File: config.mk
export PLATFORM = sky130hd
export DESIGN_NAME = spi_ram_master
export DESIGN_NICKNAME = d
export VERILOG_FILES = /design/src/rtl/spi_ram_master.sv
export SDC_FILE = /design/constraint.sdc
export NUM_CORES = 1
export LEC_CHECK = 0
export BUFFER_PORTS_ARGS = -buffer_cell sky130_fd_sc_hd__buf_4
export CELL_PAD_IN_SITES_DETAIL_PLACEMENT = 0
export CELL_PAD_IN_SITES_GLOBAL_PLACEMENT = 2
export CORE_ASPECT_RATIO = 1.75
export CORE_MARGIN = 2
export CORE_UTILIZATION = 30
export DETAILED_ROUTE_END_ITERATION = 10
export PLACE_DENSITY_LB_ADDON = 0.08
export SYNTH_ARGS = -nofsm -noshare
export SYNTH_HDL_FRONTEND = slang
export SYNTH_SLANG_ARGS = --single-unit
File: constraint.sdc
create_clock -name clk -period 1.95 [get_ports clk]
set_input_delay 0.0975 -clock clk [delete_from_list [all_inputs] [get_ports clk]]
set_output_delay 0.0975 -clock clk [all_outputs]
set_load 0.005 [all_outputs]
File: src/rtl/spi_ram_master.sv
// spi_ram_master: SPI initiator that frames 10-bit RAM commands and captures read-data replies
// Ports: clk/rst (async active-high); cmd_valid/cmd_ready/cmd_data command intake;
// rd_valid/rd_data captured reply byte; busy frame in progress; SS_n/MOSI/MISO serial link.
module spi_ram_master #(
  parameter int RD_GAP = 2,
  parameter int IDLE_GAP = 1
) (
  input  logic       clk,
  input  logic       rst,
  input  logic       cmd_valid,
  output logic       cmd_ready,
  input  logic [9:0] cmd_data,
  output logic       rd_valid,
  output logic [7:0] rd_data,
  output logic       busy,
  output logic       SS_n,
  output logic       MOSI,
  input  logic       MISO
);
  typedef enum logic [2:0] {IDLE, START, SHIFT, GAP, RECV, STOP} state_t;
  state_t state;
  logic [9:0] sh;
  logic [3:0] cnt;
  logic [7:0] rx;
  logic       rd;
  always_ff @(posedge clk or posedge rst)
    if (rst) begin
      state <= IDLE;
      sh <= '0;
      cnt <= '0;
      rx <= '0;
      rd <= 1'b0;
      cmd_ready <= 1'b0;
      rd_valid <= 1'b0;
      rd_data <= '0;
      busy <= 1'b0;
      SS_n <= 1'b1;
      MOSI <= 1'b0;
    end else begin
      rd_valid <= 1'b0;
      case (state)
        IDLE: begin
          cmd_ready <= 1'b1;
          if (cmd_valid && cmd_ready) begin
            sh <= cmd_data;
            rd <= &cmd_data[9:8];
            cmd_ready <= 1'b0;
            busy <= 1'b1;
            SS_n <= 1'b0;
            state <= START;
          end
        end
        // START is the slave's check cycle; the first bit is driven as it ends
        START: begin
          MOSI <= sh[9];
          sh <= {sh[8:0], 1'b0};
          cnt <= 4'd9;
          state <= SHIFT;
        end
        SHIFT:
          if (cnt == 4'd0) begin
            MOSI <= 1'b0;
            state <= rd ? GAP : STOP;
            SS_n <= ~rd;
            cnt <= rd ? 4'(RD_GAP - 1) : 4'(IDLE_GAP - 1);
          end else begin
            MOSI <= sh[9];
            sh <= {sh[8:0], 1'b0};
            cnt <= cnt - 4'd1;
          end
        GAP:
          if (cnt == 4'd0) begin
            cnt <= 4'd7;
            state <= RECV;
          end else
            cnt <= cnt - 4'd1;
        RECV: begin
          rx <= {rx[6:0], MISO};
          if (cnt == 4'd0) begin
            rd_data <= {rx[6:0], MISO};
            rd_valid <= 1'b1;
            SS_n <= 1'b1;
            cnt <= 4'(IDLE_GAP - 1);
            state <= STOP;
          end else
            cnt <= cnt - 4'd1;
        end
        STOP:
          if (cnt == 4'd0) begin
            cmd_ready <= 1'b1;
            busy <= 1'b0;
            state <= IDLE;
          end else
            cnt <= cnt - 4'd1;
        default: state <= IDLE;
      endcase
    end
endmodule

# Yosys cells after proc, flatten, opt, wreduce, memory -nomap -nowiden
# Index checks and enable logic that the tools add are counted.
dict set report totals {
  inputBits 14
  reg_bits 38
  wordCells 71
  output_inout_bits 13
}
dict set report classes {
  addsub 1
  eq_ne 12
  bitwise 1
  n_reduce_logical 17
  mux 29
}
# op n
set ops {}
lappend ops {{10-bit one-hot mux with 3 select lines} 1}
lappend ops {{10-bit 2-to-1 mux} 2}
lappend ops {{4-bit one-hot mux with 5 select lines} 1}
lappend ops {{3-bit 2-to-1 mux} 6}
lappend ops {{3-bit one-hot mux with 6 select lines} 1}
lappend ops {{4-bit 2-to-1 mux} 4}
lappend ops {{2-bit inequality test, second input constant} 7}
lappend ops {{1-bit 2-to-1 mux} 10}
lappend ops {{2-bit AND reduction} 5}
lappend ops {{3-bit by 2-bit equality test with 1-bit output, second input constant} 2}
lappend ops {{3-bit equality test, second input constant} 2}
lappend ops {{1-bit one-hot mux with 2 select lines} 3}
lappend ops {{3-bit AND reduction} 2}
lappend ops {{3-bit nonzero test} 2}
lappend ops {{5-bit AND reduction} 1}
lappend ops {{5-bit nonzero test} 1}
lappend ops {{4-bit logical NOT} 1}
lappend ops {{4-bit AND reduction} 1}
lappend ops {{2-bit nonzero test} 2}
lappend ops {{4-bit by 1-bit subtractor with 4-bit output, second input constant} 1}
lappend ops {{3-bit by 1-bit equality test with 1-bit output, second input constant} 1}
lappend ops {{3-bit logical NOT} 1}
lappend ops {{1-bit one-hot mux with 3 select lines} 1}
lappend ops {{1-bit logical AND} 1}
lappend ops {{1-bit NOT} 1}

# Depth between registers and ports, before layout
# Gate-level depths: netlist of the first run.
dict set report logic_depth {
  ltp_word 3
  depth_mapped 7
  mapped_depth_nobuf 6
}

# Worst setup path before layout of the first run
# Ideal clock, no wire load.
dict set report synth_path {
  path_kind {flip-flop to flip-flop}
  start {register cnt[0]}
  end {register sh[1]}
  arrival_time_ns 1.562
  stages_incl_launch_ff 7
  required_ns 1.825
  path_slack_ns 0.263
  period_less_slack_ns 1.687
  setup_ns 0.125
  path_buffers 0
  path_cell_list {dfrtp_1 > inv_1 > ha_1 > nor3b_2 > o22ai_1 > nand2_2 > mux2_2}
}
dict set report synth_between {
  elab_chain_len 3
}
# item line_no
set synth_rtl {}
lappend synth_rtl {{start, declared} 23} ;# logic [3:0] cnt;
lappend synth_rtl {{start signal, assigned} 65} ;# cnt <= rd ? 4'(RD_GAP - 1) : 4'(IDLE_GAP - 1);
lappend synth_rtl {{start signal, assigned} 69} ;# cnt <= cnt - 4'd1;
lappend synth_rtl {{start signal, assigned} 76} ;# cnt <= cnt - 4'd1;
lappend synth_rtl {{4-bit logical NOT} 61} ;# if (cnt == 4'd0) begin
lappend synth_rtl {{2-bit inequality test (no line)} --}
lappend synth_rtl {{3-bit AND reduction (no line)} --}
lappend synth_rtl {{end signal, assigned} 45} ;# sh <= cmd_data;
lappend synth_rtl {{end signal, assigned} 56} ;# sh <= {sh[8:0], 1'b0};
lappend synth_rtl {{end signal, assigned} 68} ;# sh <= {sh[8:0], 1'b0};
lappend synth_rtl {{end, declared} 22} ;# logic [9:0] sh;
# Every way passes these cells.
# A chain may end at the register's enable or synchronous reset.

# Worst setup path after layout of the first run
dict set report layout_path {
  start {register state[2]}
  end {register rd_data[0]}
}
dict set report layout_between {
  elab_chain_len 2
}
# item line_no
set layout_rtl {}
lappend layout_rtl {{start, declared} 21} ;# state_t state;
lappend layout_rtl {{start signal, assigned} 63} ;# state <= rd ? GAP : STOP;
lappend layout_rtl {{3-bit equality test} 41} ;# case (state)
lappend layout_rtl {{2-bit AND reduction (no line)} --}
lappend layout_rtl {{end signal, assigned} 80} ;# rd_data <= {rx[6:0], MISO};
lappend layout_rtl {{end, declared} 14} ;# output logic [7:0] rd_data,
# Every way passes these cells.

==> results of run 1 <==
## per-layer routing
| metal | global-route usage | up-vias |
|---|---|---|
| li1 | - | 642 |
| met4 | 0.06056 | 0 |
| met3 | 0.02185 | 5 |
| met2 | 0.2617 | 18 |
| met5 | 0 | - |
| met1 | 0.1379 | 659 |
## registers in the layout, summed over array words and instances, names as in the netlist
register,flops
MOSI,1
rd_valid,1
rd,1
cnt,4
cmd_ready,1
busy,1
rx,7
sh,10
state,3
rd_data,8
SS_n,1
## power by group
part	internal (mW)	switching [mW]	total [mW]
clock network	0.284	0.280	0.564
registers	1.04	0.212	1.25
logic	0.767	0.697	1.46
## final cells by class
cell class / instances / area (um2) / share of cell area
inverters: 9 / 33.78 / 0.01466
flip-flops and latches: 38 / 952.2 / 0.4131
multi-input cells: 106 / 850.8 / 0.3692
clock inverters: 2 / 12.51 / 0.005429
clock buffers: 6 / 82.58 / 0.03583
well taps: 80 / 100.1 / 0.04343
repair buffers: 36 / 272.8 / 0.1183
## cell families (layout without fill, tap and decap cells)
logic type,Yosys count,after routing,synth area share
adder cells (fa/ha/maj),2,2,0.01345
buffers and inverters,14,53,0.03093
multiplexers,34,34,0.2038
AO/OA/AOI/OAI,32,32,0.1083
XOR/XNOR,1,1,0.004708
AND/OR/NAND/NOR,37,37,0.1271
flip-flops,38,38,0.5118
## Yosys cell counts (2+ instances only)
master,n
nand2_1,7
inv_1,9
nand2b_4,3
mux2i_1,3
buf_2,3
nor3_1,2
nand3_1,4
a21oi_1,9
a31oi_1,2
mux2_1,8
ha_1,2
a22oi_1,2
mux2_2,23
o21ai_0,11
dfrtp_1,37
o221ai_1,2
nor2_1,7
nand2_2,2
## final timing paths
| check | start | end | cells after the start |
|---|---|---|---|
| worst max-delay path | state[2]$_DFFE_PP0P_ | rd_data[0]$_DFFE_PP0P_ | 4 |
| worst min-delay path | MISO | rx[0]$_DFFE_PP0P_ | 2 |
| worst max register to register | state[2]$_DFFE_PP0P_ | rd_data[0]$_DFFE_PP0P_ | 4 |
| worst min register to register | SS_n$_DFFE_PP1P_ | SS_n$_DFFE_PP1P_ | 2 |
| max in group asynchronous | rst | SS_n$_DFFE_PP1P_ | 4 |
| min in group asynchronous | rst | rx[0]$_DFFE_PP0P_ | 4 |
## cell usage in the layout, fill, tap and decap left out, types with 2 or more instances in the layout
cell / n
dfrtp_1: 37
buf_4: 35
mux2_2: 23
o21ai_0: 11
inv_1: 9
a21oi_1: 9
mux2_1: 8
nand2_1: 7
nor2_1: 7
clkbuf_8: 6
nand3_1: 4
nand2b_4: 3
mux2i_1: 3
nand2_2: 2
a31oi_1: 2
nor3_1: 2
a22oi_1: 2
o221ai_1: 2
ha_1: 2
## stage by stage
| step | std cells | util | total power, mW |
|---|---|---|---|
| after floorplan | 158 | - | 2.288 |
| after global placement | 268 | 0.3614 | 2.713 |
| after detailed placement | 268 | 0.3614 | 2.769 |
| after CTS | 277 | 0.3787 | 3.352 |
| after global routing | 277 | 0.3787 | 3.544 |
| final | 277 | 0.3787 | 3.280 |
## critical path: stages, from the launching register on
cell	delay, ns
dfrtp_1	0.74
nand2b_4	0.15
nor2_4	0.25
nand2_2	0.21
mux2_2	0.32
==> flow_summary.toml, run 1 <==
[drt]
dr.first_iter.drc_count = 29
drcViolationCount = 0
avgRoutedWirePerCell_um = 15.31
antenna_left = 0
routed-via-count = 1324
routed_via_density = 4.780
m1WireLength_mm = 1.554
met3_length_um = 86
wl_met2_mm = 2.537
firstDrtPassIters = 4
drt_wl_total_mm = 4.241
maxUsedRoutingLayer = "met4"

[yosys]
share_of_the_yosys_chip_area_belonging_to_registers = 0.5118
number_of_synthesized_flops_with_an_enable_pin = 0
synth_largest_type_area_fraction = 0.4976
yosys.cell_types.count = 40
postSynthCellCount = 158
synthesis.area_per_instance_um2 = 11.78
ys_dominant_reg_cell = "dfrtp_1"
yosys-top-cells-area = "dfrtp_1 50%, mux2_2 14%, mux2_1 4.8%, o21ai_0 3.0%, a21oi_1 2.4%"
yosys_warnings = 0
synth_top_area_cell = "dfrtp_1"
synthesis.nets = 174
synth_area_um2 = 1861
synth-seq-cells = 38
postSynth.asyncResetShare = 1.000

[setup_path]
required_time_reported_for_the_critical_path_endpoint_ns = 2.13
r2r_slack_ns = 0.15
worst_setup_path_end_kind = "flip-flop"
critPathLaunchType = "flip-flop"
path_class = "flip-flop to flip-flop"
crit_arrival_ns = 1.97
critPathMaxFanout = 15

[timing]
measured_slew_at_the_worst_slew_check_pin_ns = 0.6214
holdWs_ns = 0.05031
grt_setup_unrepaired = "no"
final-max-slew-violation-count = 0
timing.setup.tns_ns = 0
worst_slew_margin_rel = 0.5857
post-route-min-period_ns = 1.796
skew_ns = 0.006323
setup_ws_ns = 0.1543
finalSetupViolations = 0
finalCritPeriodShare = 0.9209
timing.final.hold_violations = 0
maximum_clock_frequency_mhz = 556.9

[placed_design]
place_hpwl_mm = 3.167
gp_routability_congestion = 0.7001
count_of_input_and_output_buffers = 26
place_ws_ns = 0.1286
placedInstanceArea_um2 = 2200

[global_routing]
vias_in_the_first_global_route = 1474
grt_antenna_before_repair = 0
grt_first_pass_wirelength_mm = 7.093
total_routing_usage_gr = 0.1348
grt_start_max_net_pins = 39
gr-total-overflow = 0

[final_layout]
diodes = 0
final.fill_count = 674
finalInstanceArea_um2 = 2305
syn2layout_area_growth_pct = 23.87
num-nets-final = 212
drive_gt1_frac = 0.3858

[die]
ios = 27
initial_core_utilization = 0.3057
die_h_um = 108.2
core.rowCount = 38
dieArea_um2 = 6873
chipWidth_um = 63.53
fp.coreArea_um2 = 6086

[cts]
post-cts-setup-buffer-count = 0
cts.repair.resized = 0
cts_hold_repair.buffers = 1
clock_insertion_delay_worst_skew_ns = 0.29
clockBufferDepth = 2
clock-sinks = 38
clkSlewWorstSetupHoldPaths_ns = 0.08
cts_inserted_buffers = 5
clockRootBuffer = "clkbuf_8"
tritoncts_clock_tree = "done"
ctsHtreeMaxLevel = 2

[power]
leakagePower_nw = 1.078
max-vdd-ir-drop_v = 0.0007283
power_per_cell_area_nw_per_um2 = 1423

[flow_run]
drv_cap = 0

[run_status]
status = "finished, final reports clean"

[min_path]
hp-class = "input port to flip-flop"
(Power assumes the default switching activity.)
==> run 2, diff against run 1 <==
--- a/config.mk
+++ b/config.mk
@@ -5,13 +5,15 @@
 export SDC_FILE = /design/constraint.sdc
 export NUM_CORES = 1
 export LEC_CHECK = 0
+export ABC_AREA = 1
 export BUFFER_PORTS_ARGS = -buffer_cell sky130_fd_sc_hd__buf_4
 export CELL_PAD_IN_SITES_DETAIL_PLACEMENT = 0
 export CELL_PAD_IN_SITES_GLOBAL_PLACEMENT = 2
-export CORE_ASPECT_RATIO = 1.75
+export CORE_ASPECT_RATIO = 1.1
 export CORE_MARGIN = 2
 export CORE_UTILIZATION = 30
 export DETAILED_ROUTE_END_ITERATION = 10
+export GPL_ROUTABILITY_DRIVEN = 0
 export PLACE_DENSITY_LB_ADDON = 0.08
 export SYNTH_ARGS = -nofsm -noshare
 export SYNTH_HDL_FRONTEND = slang
==> flow_summary.toml, run 2 <==
[yosys]
synth_largest_type_area_fraction = 0.4821
synthesis.area_per_instance_um2 = 8.070
synth_top_area_cell = "dfrtp_1"
synth.top_cells.by_count = "74 x nand2_1, 37 x dfrtp_1, 28 x inv_1"
share_of_the_yosys_chip_area_belonging_to_registers = 0.4958
synthesis.nets = 254
ys_dominant_reg_cell = "dfrtp_1"
postSynthCellCount = 238
synth_area_um2 = 1921
number_of_synthesized_flops_with_an_enable_pin = 0
yosys-top-cells-area = "dfrtp_1 48%, nand2_1 14%, o21ai_2 6.8%, o21ai_0 6.5%, inv_1 5.5%"
postSynth.asyncResetShare = 1.000
yosys.cell_types.count = 22
synth-seq-cells = 38
most_numerous_cell_in_the_yosys_netlist = "nand2_1"
yosys_warnings = 0

[die]
dieArea_um2 = 7059
initial_core_utilization = 0.3101
ios = 27
chipWidth_um = 80.29
die_h_um = 87.92
fp.coreArea_um2 = 6193
core.rowCount = 30

[final_layout]
num-nets-final = 287
regMostFlops = "sh"
regs_by_ff_count = "sh x10, rd_data x8, rx x7"
largest_reg_flops = 10
final_util = 0.3806
drive_gt1_frac = 0.2647
final.fill_count = 676
multi_input_area_um2 = 787.0
most-common-layout-cells = "74 x nand2_1, 37 x dfrtp_1, 30 x buf_4"
diodes = 0
regArea_um2 = 952.2
layout.cells.most_common = "nand2_1"
syn2layout_area_growth_pct = 22.74

[power]
leakagePower_nw = 1.216
switching_share = 0.4046
power_per_cell_area_nw_per_um2 = 1608
total_switching_power_mw = 1.533
pwr-share-comb = 0.452
cellInternalPower_mw = 2.256
power_frac_seq = 0.332
max-vdd-ir-drop_v = 0.0004737
power_frac_clock = 0.215

[global_routing]
grt_start_max_net_pins = 39
vias_in_the_first_global_route = 1463
gr-total-overflow = 0
grt_first_pass_wirelength_mm = 6.886
grt_antenna_before_repair = 0
total_routing_usage_gr = 0.1260

[min_path]
hold_depth = 3
holdCritStartpoint = "MISO"
terminating_pin_of_the_worst_hold_path = "rx[0]$_DFFE_PP0P_"
hp-class = "input port to flip-flop"

[cts]
clock_insertion_delay_worst_skew_ns = 0.29
clkSlewWorstSetupHoldPaths_ns = 0.08
clockRootBuffer = "clkbuf_8"
clockBufferDepth = 2
post-cts-setup-buffer-count = 0
cts.repair.resized = 0
cts_inserted_buffers = 5
ctsHtreeMaxLevel = 2
tritoncts_clock_tree = "done"
clock-sinks = 38

[timing]
final-max-slew-violation-count = 0
grt_setup_unrepaired = "no"
measured_slew_at_the_worst_slew_check_pin_ns = 0.5868
post-route-min-period_ns = 1.648
timing.setup.tns_ns = 0
maximum_clock_frequency_mhz = 607.0
finalSetupViolations = 0
worst_slew_margin_rel = 0.6078
timing.final.hold_violations = 0
skew_ns = 0.004557
finalCritPeriodShare = 0.8449

[placed_design]
count_of_input_and_output_buffers = 26
place_hpwl_mm = 2.867

[setup_path]
critPathMaxFanout = 19
critPathLaunchType = "flip-flop"
crit-reg2reg-capture = "sh[6]$_DFFE_PP0P_"
crit_arrival_ns = 1.87
required_time_reported_for_the_critical_path_endpoint_ns = 2.17
crit_start = "state[2]$_DFFE_PP0P_"
regToRegStartpoint = "state[2]$_DFFE_PP0P_"
r2r_slack_ns = 0.30
path_class = "flip-flop to flip-flop"
worst_setup_path_end_kind = "flip-flop"
reg2regPathDepth = 7

[drt]
avgRoutedWirePerCell_um = 11.20
dr.first_iter.drc_count = 40
firstDrtPassIters = 4
antenna_left = 0
drcViolationCount = 0
drt_wl_total_mm = 3.944
routed_via_density = 4.310
routed-via-count = 1517

[flow_run]
drv_cap = 0

[run_status]
status = "finished, final reports clean"
## run 2: changes by cell type after synthesis, sizes merged, moves of 3 or more
cell and change:
nand2 +69, mux2 -31, nand3 +9, nand2b -4
o21ai +31, inv +29, mux2i -3, a21oi -6
nor2 +9
## run 2: final cells by class
class                   instances  share of cell area
well taps                      80             0.04246
inverters                      38             0.06157
clock buffers                   5             0.02919
multi-input cells             157              0.3339
flip-flops and latches         38              0.4039
repair buffers                 31             0.09979
clock inverters                 3             0.02919
## run 2: what timing repair did
| action | 4_1_cts | 5_1_grt |
|---|---|---|
| hold buffers | 1 | 0 |
| hold endpoints to repair | 37 | 0 |
| setup endpoints to repair | 0 | 0 |
## run 2: metrics by stage
step	area [um2]	hold WS (ns)	power (mW)	worst slack (ns)	instances
after floorplan	1921	0.2185	2.586	0.5056	238
after global placement	2210	0.2720	3.057	0.2626	343
after detailed placement	2210	0.2710	3.032	0.2850	343
after CTS	2357	0.02610	3.872	0.2647	352
after global routing	2357	0.03350	4.184	0.09845	352
final	2357	0.02808	3.790	0.3024	352
## run 2: cell families (layout without fill, tap and decap cells)
| group | after synthesis | in the layout | synth area share |
|---|---|---|---|
| compound gates | 46 | 46 | 0.1492 |
| buf+inv | 43 | 77 | 0.09446 |
| xor+xnor | 1 | 1 | 0.004561 |
| fa+ha+maj | 2 | 2 | 0.01303 |
| simple gates | 108 | 108 | 0.2430 |
| flops | 38 | 38 | 0.4958 |
## run 2: worst max-delay path by stage
stage | endpoint | slack (ns) | cells past startpoint
4_1_cts | sh[6]$_DFFE_PP0P_ | 0.26 | 7
3_3_place_gp | sh[6]$_DFFE_PP0P_ | 0.26 | 7
6_report | sh[6]$_DFFE_PP0P_ | 0.30 | 7
3_5_place_dp | sh[6]$_DFFE_PP0P_ | 0.29 | 7
5_1_grt | sh[5]$_DFFE_PP0P_ | 0.1 | 7
2_1_floorplan | sh[1]$_DFFE_PP0P_ | 0.51 | 10
## run 2: power by group through the flow
| stage | combinational (mW) | clock, mW | sequential (mW) |
|---|---|---|---|
| floorplan | 1.33 | 0 | 1.25 |
| global placement | 1.78 | 0 | 1.28 |
| detailed placement | 1.76 | 0 | 1.28 |
| CTS | 1.76 | 0.847 | 1.26 |
| global route | 2.00 | 0.884 | 1.30 |
| finish | 1.71 | 0.816 | 1.26 |
## run 2: worst max-delay path: stages, from the launching register on
cell	delay, ns
dfrtp_1	0.47
inv_2	0.15
nand2_1	0.08
inv_2	0.07
nand2_1	0.35
o21ai_0	0.31
nand2_1	0.09
o21ai_2	0.06
## run 2: routing by layer
metal	up-vias	global-route usage	wire [um]	part of all wire
met5	-	0	0	0
met4	0	0.05085	70	0.018
met3	6	0.03299	159	0.040
met2	23	0.1962	1797	0.46
met1	682	0.1672	1917	0.49
li1	806	-	-	-
